--- src/rtl/intr_sequencer.sv ---
// Interrupt entry sequencer: synchronizes intr_sig, waits for an instruction boundary,
// drains the pipeline, pushes return PC and flags through port B, then loads the ISR vector.
module intr_sequencer #(
   parameter int         DRAIN_CYCLES = 3,
   parameter logic [7:0] VEC_ADDR     = 8'h01
) (
   input  logic       clk,
   input  logic       rst,
   input  logic       intr_sig,
   input  logic       instr_boundary,
   input  logic [7:0] ret_pc,
   input  logic [3:0] ccr,
   input  logic [7:0] sp,
   input  logic       rti,
   input  logic [7:0] mem_rdata,
   output logic       pc_write_en,
   output logic       if_id_write_en,
   output logic       inject_bubble,
   output logic       mem_req,
   output logic       mem_we,
   output logic [7:0] mem_addr,
   output logic [7:0] mem_wdata,
   output logic       sp_en,
   output logic       sp_op,
   output logic       pc_load,
   output logic [7:0] pc_vec,
   output logic       int_ack,
   output logic       in_isr
);

   typedef enum logic [2:0] {
      S_IDLE,
      S_DRAIN,
      S_PUSH_PC,
      S_PUSH_CCR,
      S_VEC,
      S_LOAD
   } state_t;

   localparam logic [2:0] DRAIN_INIT = 3'(DRAIN_CYCLES - 1);

   state_t     r_state;
   state_t     w_state_next;
   logic       r_s1;
   logic       r_s2;
   logic       r_s2_d;
   logic       r_pending;
   logic       r_in_isr;
   logic [2:0] r_cnt;
   logic [7:0] r_pc_sv;
   logic [3:0] r_ccr_sv;
   logic [7:0] r_vec;
   logic       w_edge;
   logic       w_enter;

   assign w_edge  = r_s2 & ~r_s2_d;
   assign w_enter = (r_state == S_IDLE) & r_pending & ~r_in_isr & instr_boundary;
   assign in_isr  = r_in_isr;

   always_ff @(posedge clk) begin
      if (rst) begin
         r_state   <= S_IDLE;
         r_s1      <= 1'b0;
         r_s2      <= 1'b0;
         r_s2_d    <= 1'b0;
         r_pending <= 1'b0;
         r_in_isr  <= 1'b0;
         r_cnt     <= 3'd0;
         r_pc_sv   <= 8'h00;
         r_ccr_sv  <= 4'h0;
         r_vec     <= 8'h00;
      end else begin
         r_s1      <= intr_sig;
         r_s2      <= r_s1;
         r_s2_d    <= r_s2;
         // A fresh edge on the entry cycle is kept rather than lost.
         r_pending <= w_edge | (r_pending & ~w_enter);
         r_state   <= w_state_next;
         if (w_enter) begin
            r_pc_sv  <= ret_pc;
            r_ccr_sv <= ccr;
            r_cnt    <= DRAIN_INIT;
         end else if (r_state == S_DRAIN) begin
            r_cnt <= r_cnt - 3'd1;
         end
         if (r_state == S_VEC) begin
            r_vec <= mem_rdata;
         end
         if (r_state == S_LOAD) begin
            r_in_isr <= 1'b1;
         end else if (rti) begin
            r_in_isr <= 1'b0;
         end
      end
   end

   always_comb begin
      w_state_next   = r_state;
      pc_write_en    = 1'b1;
      if_id_write_en = 1'b1;
      inject_bubble  = 1'b0;
      mem_req        = 1'b0;
      mem_we         = 1'b0;
      mem_addr       = 8'h00;
      mem_wdata      = 8'h00;
      sp_en          = 1'b0;
      sp_op          = 1'b0;
      pc_load        = 1'b0;
      pc_vec         = 8'h00;
      int_ack        = 1'b0;
      case (r_state)
         S_IDLE: begin
            if (w_enter) w_state_next = S_DRAIN;
         end
         S_DRAIN: begin
            pc_write_en    = 1'b0;
            if_id_write_en = 1'b0;
            inject_bubble  = 1'b1;
            if (r_cnt == 3'd0) w_state_next = S_PUSH_PC;
         end
         S_PUSH_PC: begin
            pc_write_en    = 1'b0;
            if_id_write_en = 1'b0;
            mem_req        = 1'b1;
            mem_we         = 1'b1;
            mem_addr       = sp;
            mem_wdata      = r_pc_sv;
            sp_en          = 1'b1;
            w_state_next   = S_PUSH_CCR;
         end
         S_PUSH_CCR: begin
            // sp has already been decremented by the register file after the PC push.
            pc_write_en    = 1'b0;
            if_id_write_en = 1'b0;
            mem_req        = 1'b1;
            mem_we         = 1'b1;
            mem_addr       = sp;
            mem_wdata      = {4'b0000, r_ccr_sv};
            sp_en          = 1'b1;
            w_state_next   = S_VEC;
         end
         S_VEC: begin
            pc_write_en    = 1'b0;
            if_id_write_en = 1'b0;
            mem_req        = 1'b1;
            mem_addr       = VEC_ADDR;
            w_state_next   = S_LOAD;
         end
         S_LOAD: begin
            if_id_write_en = 1'b0;
            inject_bubble  = 1'b1;
            pc_load        = 1'b1;
            pc_vec         = r_vec;
            int_ack        = 1'b1;
            w_state_next   = S_IDLE;
         end
         default: w_state_next = S_IDLE;
      endcase
   end

endmodule
--- config.mk ---
export PLATFORM = sky130hd
export DESIGN_NAME = intr_sequencer
export DESIGN_NICKNAME = d
export VERILOG_FILES = /design/src/rtl/intr_sequencer.sv
export SDC_FILE = /design/constraint.sdc
export NUM_CORES = 1
export LEC_CHECK = 0
export ABC_AREA = 1
export BUFFER_PORTS_ARGS = -buffer_cell sky130_fd_sc_hd__buf_4
export CORE_ASPECT_RATIO = 1.4
export CORE_MARGIN = 8
export CORE_UTILIZATION = 49
export DETAILED_ROUTE_END_ITERATION = 16
export GPL_TIMING_DRIVEN = 1
export HOLD_SLACK_MARGIN = 0.05
export PLACE_DENSITY = 0.95
export SLEW_MARGIN = 5
export SYNTH_ARGS = -nofsm -noshare
export SYNTH_HDL_FRONTEND = slang
export SYNTH_SLANG_ARGS = --single-unit
--- constraint.sdc ---
create_clock -name clk -period 2 [get_ports clk]
set_input_delay 0.3 -clock clk [delete_from_list [all_inputs] [get_ports clk]]
set_output_delay 0.3 -clock clk [all_outputs]
set_load 0.05 [all_outputs]
After elaboration in Yosys (flattened, before gate mapping)
Cells that the tools add are included.
{"block": "word_totals", "reg_bits": 31, "out_inout_bits": 34}
{"block": "op_classes", "n_reduce_logical": 11, "n_mux": 16, "eq_ne": 7, "bitwise_logic": 9, "n_addsub": 1}
{"op": "one-hot mux 8 bit (2 select lines)", "count": 2}
{"op": "one-hot mux 3 bit (5 select lines)", "count": 1}
{"op": "2-to-1 mux 1 bit", "count": 8}
{"op": "2-to-1 mux 8 bit", "count": 1}
{"op": "== test 3 x 2 -> 1 bit (second input constant)", "count": 2}
{"op": "== test 3 bit (second input constant)", "count": 2}
{"op": "logical NOT 3 bit", "count": 2}
{"op": "2-to-1 mux 3 bit", "count": 2}
{"op": "OR reduction 2 bit", "count": 3}
{"op": "AND 1 bit", "count": 5}
{"op": "OR reduction 5 bit", "count": 1}
{"op": "2-to-1 mux 2 bit", "count": 2}
{"op": "nonzero test 2 bit", "count": 2}
{"op": "OR reduction 4 bit", "count": 1}
{"op": "== test 3 x 1 -> 1 bit (second input constant)", "count": 1}
{"op": "inverter 1 bit", "count": 3}
{"op": "OR reduction 3 bit", "count": 1}
{"op": "subtractor 3 x 1 -> 3 bit (second input constant)", "count": 1}
{"op": "inequality test 2 x 1 -> 1 bit (second input constant)", "count": 1}
{"op": "inequality test 2 bit (second input constant)", "count": 1}
{"op": "AND reduction 2 bit", "count": 1}
{"op": "bitwise OR 1 bit", "count": 1}

Logic depth before layout (Yosys ltp)
Gate-level depths: netlist of the first run.
{"block": "depth", "word_depth": 7, "mapped_depth": 8, "depth_no_buf": 7}

Worst setup path after synthesis of the first run
No wires, ideal clock.
{"block": "synth_path", "kind": "register -> output", "startpoint": "register r_state[1]", "endpoint": "output port if_id_write_en", "t_arrival_ps": 2033, "n_path_buf": 0, "setup_slack_ps": -333, "required_time_ps": 1700, "path_stages_with_launch": 6, "cell_sequence": "dfxtp_1 > inv_1 > nor2_2 > inv_1 > nand2_1 > nor2_1"}
{"block": "synth_via", "elab_chain_cells": 3, "elab_cells_between_ends": 7}
{"item": "start, declared", "line": "42", "text": "state_t r_state;"}
{"item": "start signal, assigned", "line": "78", "text": "r_state <= w_state_next;"}
{"item": "== test 3 x 1 -> 1 bit, or another cell as far along", "line": "111", "text": "case (r_state)"}
{"item": "OR reduction 5 bit (no source line) *"}
{"item": "2-to-1 mux 1 bit *", "line": "111"}
{"item": "end, declared", "line": "17", "text": "output logic if_id_write_en,"}
Every way passes the cells marked *; elsewhere a longest branch is shown, timed or not.

Worst setup path after layout of the first run
{"block": "layout_path", "startpoint": "register r_state[1]", "endpoint": "output port pc_write_en"}
{"block": "layout_via", "elab_chain_cells": 3, "elab_cells_between_ends": 6}
{"item": "== test 3 x 1 -> 1 bit, or another cell as far along", "line": "111"}
{"item": "OR reduction 4 bit (no source line) *"}
{"item": "2-to-1 mux 1 bit *", "line": "111"}
{"item": "end, declared", "line": "16", "text": "output logic pc_write_en,"}
Marks and branches as above.

==> results of run 1 <==
power breakdown:
group	internal, mW	leakage (nW)	switching (mW)
combinational	0.0785	0.683	0.0957
sequential	0.639	0.252	0.0113
clock	0.364	0.0513	0.224
how the worst min path moves through the flow:
stage | end | slack (ns) | start
2_1_floorplan | r_s2 | 0.39 | r_s1
3_3_place_gp | r_s2 | 0.39 | r_s1
3_5_place_dp | r_s2 | 0.40 | r_s1
4_1_cts | r_s1 | 0.23 | intr_sig
5_1_grt | r_state[2] | 0.24 | rst
6_report | r_s1 | 0.23 | intr_sig
cell usage in the layout (no fill, tap or decap):
cell type / synthesis / final
a21oi_1: 14 / 14
buf_4: 3 / 65
bufinv_16: 0 / 1
clkbuf_1: 0 / 1
clkbuf_8: 0 / 5
conb_1: 1 / 1
dfxtp_1: 31 / 30
dfxtp_2: 0 / 1
ha_1: 2 / 2
inv_1: 43 / 43
inv_2: 2 / 2
nand2_1: 14 / 14
nand2_2: 3 / 2
nand2_4: 2 / 3
nand3_1: 6 / 6
nand3_2: 1 / 1
nor2_1: 52 / 50
nor2_2: 3 / 4
nor2_4: 1 / 2
o21ai_0: 20 / 20
o21ai_1: 1 / 1
o22ai_1: 4 / 4
or2_0: 1 / 1
or2_2: 1 / 1
what timing repair did:
action / CTS / global route
setup buffers: 0 / 0
gates resized for setup: 0 / 2
hold buffers: 0 / 0
setup endpoints to repair: 0 / 2
area by class of cell:
cell class	instances	area [um^2]
flip-flops and latches	31	621.8
fillers	240	805.8
well taps	37	46.29
clock inverters	1	30.03
clock buffers	6	72.57
repair buffers	65	488.0
inverters	45	168.9
multi-input cells	126	615.6
metal layers:
| layer | part of all wire (%) | up-vias | wire (um) | global-route usage, % |
|---|---|---|---|---|
| met2 | 50 | 40 | 1843 | 26.90 |
| met3 | 7.6 | 7 | 279 | 6.676 |
| li1 | - | 757 | - | - |
| met5 | 0 | - | 0 | 0 |
| met1 | 40 | 614 | 1482 | 14.47 |
| met4 | 1.8 | 0 | 65 | 7.026 |
cell usage after synthesis:
master,number
or2_2,1
dfxtp_1,31
o21ai_0,20
nand3_1,6
nand2_2,3
buf_4,3
inv_2,2
buf_6,2
o21ai_1,1
ha_1,2
o22ai_1,4
nand2_4,2
buf_1,1
nor2_2,3
a21oi_1,14
or2_0,1
inv_1,43
conb_1,1
clkbuf_2,2
buf_2,2
nor2_1,52
nor2_4,1
nand2_1,14
nand3_2,1
kinds of logic (layout without fill, tap and decap cells):
kind of cell	after synthesis	after routing	synth area share (%)
fa+ha+maj	2	2	1.715
buf+inv	55	117	16.29
simple gates	84	84	25.47
flops	31	31	42.54
other cells	1	1	0.2570
compound gates	39	39	13.72
through the flow:
step                instances  hold slack [ns]  TNS, ns
floorplan                 212           0.3883  -0.3543
global placement          304           0.3934        0
detailed placement        304           0.3985        0
CTS                       311           0.2254        0
global route              311           0.2374        0
finish                    311           0.2277        0
critical path, cell delays in order (launching register included):
cell,delay (ns)
dfxtp_1,0.48
inv_1,0.14
nor2_4,0.13
inv_1,0.13
nand2_1,0.16
nor2_2,0.04
buf_4,0.19
flip-flops by register name, indices dropped and copies added, names as in the netlist:
register	cells
r_vec	8
r_pc_sv	8
r_s2_d	1
r_s2	1
r_state	3
r_pending	1
r_s1	1
r_ccr_sv	4
in_isr	1
r_cnt	3
==> results.sh, run 1 <==
export IMPL_grt_max_degree=25
export IMPL_cp_startpoint="r_state[1]"
export IMPL_r2r_end="r_pc_sv[0]"
export IMPL_syn_inst=212
export IMPL_yosysWarnings=0
export IMPL_clockRootBuffer="clkbuf_8"
export IMPL_clock_fmax_mhz=538.8
export IMPL_syn_to_final_growth_pct=40.05
export IMPL_die_h_um=80.56
export IMPL_firstDrtPassIters=4
export IMPL_grtUsageTotal_pct=14.99
export IMPL_final_nets=309
export IMPL_final_hold_viol_count=0
export IMPL_crit_type="flip-flop to output port"
export IMPL_seq_area_frac_synth_pct=42.54
export IMPL_grt_pass1_wl_um=6161
export IMPL_syn_nets=247
export IMPL_hold_class="primary input to flip-flop"
export IMPL_cp_max_fo=8
export IMPL_run_status="finished clean"
export IMPL_rsz0062_at_grt="no"
export IMPL_r2r_start="r_state[1]"
export IMPL_cts_tree="yes"
export IMPL_die_w_um=62.12
export IMPL_fin_skew_ns=0.003586
export IMPL_pin_count=67
export IMPL_fin_crit_sh_pct=92.80
export IMPL_wl_um=3671
export IMPL_drtAntennaViolNets=0
export IMPL_cts_buffer_depth=2
export IMPL_synth_top_area_share_pct=42.54
export IMPL_leakage_nw=0.9861
export IMPL_grt_antenna_before_repair=0
export IMPL_htree_levels=2
export IMPL_via_per_inst=4.559
export IMPL_syn_avg_cell_area_um2=6.882
export IMPL_first_iter_violations=36
export IMPL_reg2reg_depth=5
export IMPL_vdd_drop_max_v=0.0004938
export IMPL_grt_pass1_vias=1456
export IMPL_vias=1418
export IMPL_synth_cell_types=24
export IMPL_place_area_mm2=0.001934
export IMPL_clk_latency_ns=0.29
export IMPL_insertedDiodeCount=0
export IMPL_synth_largest_area_cell="dfxtp_1"
export IMPL_period_needed_ns=1.856
export IMPL_cts_sinks=31
export IMPL_start_util_pct=51.21
export IMPL_place_ws_ns=0.4117
export IMPL_finalPower_mw=1.413
export IMPL_setup_viol=0
export IMPL_syn_cell_area_mm2=0.001459
export IMPL_ys_ff_latch=31
export IMPL_path_clk_slew_ns=0.06
export IMPL_overflow=0
export IMPL_r2r_slack_ns=0.62
export IMPL_wl_per_cell_um=11.80
export IMPL_coreArea_mm2=0.002849
export IMPL_cap_viol_max_count=0
export IMPL_die_area_mm2=0.005004
export IMPL_critical_path_arrival_ns=1.56
export IMPL_setup_ws_ns=0.1440
export IMPL_stdcell_area_mm2=0.002043
export IMPL_finalMaxSlewViolations=0
export IMPL_slew_headroom_pct=63.51
export IMPL_drive_above_1_share_pct=31.75
export IMPL_dp_hpwl_um=2816
export IMPL_port_buffers=65
export IMPL_routabilityCongestion=0.7249
export IMPL_synth_area_leaders="dfxtp_1, nor2_1, inv_1"
export IMPL_cts_buffers=5
export IMPL_crit_path_end_kind="output port"
export IMPL_rows=23
export IMPL_tightest_slew_ns=0.5467
export IMPL_worstSetupStartpointType="flip-flop"
export IMPL_drcViolationCount=0
export IMPL_cp_required_ns=1.70
export IMPL_min_path_cells=3
export IMPL_cp_endpoint="pc_write_en"
export IMPL_p_per_area_mw_per_mm2=691.4
export IMPL_fin_util_pct=71.72
(Power assumes the default switching activity.)
==> run 2, diff against run 1 <==
Settings changed: REMOVE_ABC_BUFFERS set to 1.
==> run 2 against run 1 <==
  * Hold slack got worse by 0.016 ns
  * Sequential share of layout area up 0.26 points
  * Register-to-register slack improved by 0.06 ns
  * First-iteration DRC count rose by 120%
  * Flip-flop and latch count is the same
  * Worst setup slack better by 0.049 ns
  * Wire length up 1.6%
  * Maximum frequency is 2.7% higher
==> results.sh, run 2 (same netlist as run 1, synthesis figures left out) <==
export IMPL_clkPwrFrac_pct=39.7
export IMPL_critical_path_arrival_ns=1.51
export IMPL_dp_hpwl_um=2798
export IMPL_final_hold_viol_count=0
export IMPL_cap_viol_max_count=0
export IMPL_grtUsageTotal_pct=15.59
export IMPL_reg2reg_depth=5
export IMPL_setup_viol=0
export IMPL_cts_buffers=5
export IMPL_wl_um=3730
export IMPL_p_switching_mw=0.3343
export IMPL_drcViolationCount=0
export IMPL_tightest_slew_ns=0.5601
export IMPL_firstDrtPassIters=4
export IMPL_cts_resized_gates=0
export IMPL_final_cell_mix="buf_4, nor2_1, inv_1"
export IMPL_r2r_start="r_state[0]"
export IMPL_final_instance_count_excl_fill=312
export IMPL_finalPower_mw=1.364
export IMPL_drive_above_1_share_pct=31.27
export IMPL_via_per_inst=4.689
export IMPL_pin_count=67
export IMPL_htree_levels=2
export IMPL_r2r_slack_ns=0.68
export IMPL_die_area_mm2=0.005004
export IMPL_holdPathEnd="r_s1"
export IMPL_setup_ws_ns=0.1927
export IMPL_fin_util_pct=71.10
export IMPL_first_iter_violations=78
export IMPL_min_from="intr_sig"
export IMPL_grt_pass1_vias=1502
export IMPL_run_status="finished clean"
export IMPL_clockRootBuffer="clkbuf_8"
export IMPL_period_needed_ns=1.807
export IMPL_post_cts_setup_buffers=0
export IMPL_finalMaxSlewViolations=0
export IMPL_start_util_pct=51.21
export IMPL_vias=1463
export IMPL_hold_class="primary input to flip-flop"
export IMPL_port_buffers=65
export IMPL_syn_to_final_growth_pct=38.85
export IMPL_tns_ns=0
export IMPL_hold_buffers=0
export IMPL_cp_max_fo=19
export IMPL_fin_crit_sh_pct=90.36
export IMPL_final_nets=309
export IMPL_cts_sinks=31
export IMPL_overflow=0
export IMPL_stdcell_area_mm2=0.002026
export IMPL_min_path_cells=3
export IMPL_grt_pass1_wl_um=6292
export IMPL_r2r_end="r_pc_sv[5]"
export IMPL_wl_per_cell_um=11.96
export IMPL_die_h_um=80.56
export IMPL_leakage_nw=0.9825
export IMPL_grt_antenna_before_repair=0
export IMPL_grt_max_degree=25
export IMPL_top_regs="r_pc_sv: 8 flops, r_vec: 8 flops, r_ccr_sv: 4 flops"
export IMPL_cts_buffer_depth=2
export IMPL_hold_ws_ns=0.2117
export IMPL_place_area_mm2=0.001924
export IMPL_dp_cells=304
export IMPL_insertedDiodeCount=0
export IMPL_cts_tree="yes"
export IMPL_rsz0062_at_grt="no"
export IMPL_layout_commonest_cell="buf_4"
export IMPL_p_per_area_mw_per_mm2=673.4
export IMPL_share_seq_of_total_power_pct=47.6
export IMPL_rows=23
export IMPL_die_w_um=62.12
export IMPL_p_int_mw=1.030
export IMPL_fin_skew_ns=0.003737
export IMPL_crit_path_end_kind="output port"
export IMPL_routabilityCongestion=0.7757
export IMPL_clock_fmax_mhz=553.3
export IMPL_coreArea_mm2=0.002849
export IMPL_p_sw_share_pct=24.50
export IMPL_slew_headroom_pct=62.62
export IMPL_path_clk_slew_ns=0.06
export IMPL_cp_required_ns=1.70
export IMPL_share_comb_of_total_power_pct=12.6
export IMPL_drtAntennaViolNets=0
export IMPL_clk_latency_ns=0.28
export IMPL_place_ws_ns=0.4287
export IMPL_vdd_drop_max_v=0.0006579
export IMPL_worstSetupStartpointType="flip-flop"
export IMPL_crit_type="flip-flop to output port"
==> run 2: changes by cell type in the layout (fill, tap and decap cells not counted) <==
cell | before | now
nand2_4 | 3 | 2
clkbuf_8 | 5 | 7
nand2_2 | 2 | 3
nor2_1 | 50 | 52
nor2_2 | 4 | 3
bufinv_16 | 1 | 0
nor2_4 | 2 | 1
==> run 2: cell type report <==
class	instances	area, um^2
fill	248	823.3
sequential	31	621.8
inverter	45	168.9
multi-input combinational	126	600.6
tap	37	46.29
timing repair buffer	65	488.0
clock buffer	8	100.1
==> run 2: power groups by stage <==
| stage | sequential [mW] | combinational (mW) | clock (mW) |
|---|---|---|---|
| after floorplan | 0.661 | 0.0985 | 0 |
| after global placement | 0.662 | 0.169 | 0 |
| after CTS | 0.650 | 0.173 | 0.552 |
| after detailed placement | 0.663 | 0.172 | 0 |
| final | 0.650 | 0.172 | 0.542 |
| after global routing | 0.652 | 0.194 | 0.589 |
==> run 2: worst max-delay path, cell delays in order (launching register included) <==
cell and delay (ns):
dfxtp_1 0.36, nor2_2 0.21, nand2_2 0.23, nand2_1 0.18, nor2_1 0.05, buf_4 0.20
==> run 2: worst max-delay path by stage <==
stage / from / endpoint / slack (ns) / cells past startpoint
final: r_state[0] / pc_write_en / 0.19 / 5
after global routing: r_state[2] / if_id_write_en / 0.03 / 5
after CTS: r_state[1] / pc_write_en / 0.09 / 6
after detailed placement: r_state[1] / pc_write_en / 0.43 / 5
after global placement: r_state[1] / pc_write_en / 0.48 / 5
after floorplan: r_state[1] / if_id_write_en / -0.77 / 5
==> run 2: layer usage <==
layer | vias up | share of wire (%) | track usage, %
li1 | 759 | - | -
met2 | 55 | 51 | 27.73
met4 | 0 | 2.7 | 9.602
met5 | - | 0 | 0
met1 | 640 | 38 | 14.12
met3 | 9 | 8.6 | 7.510
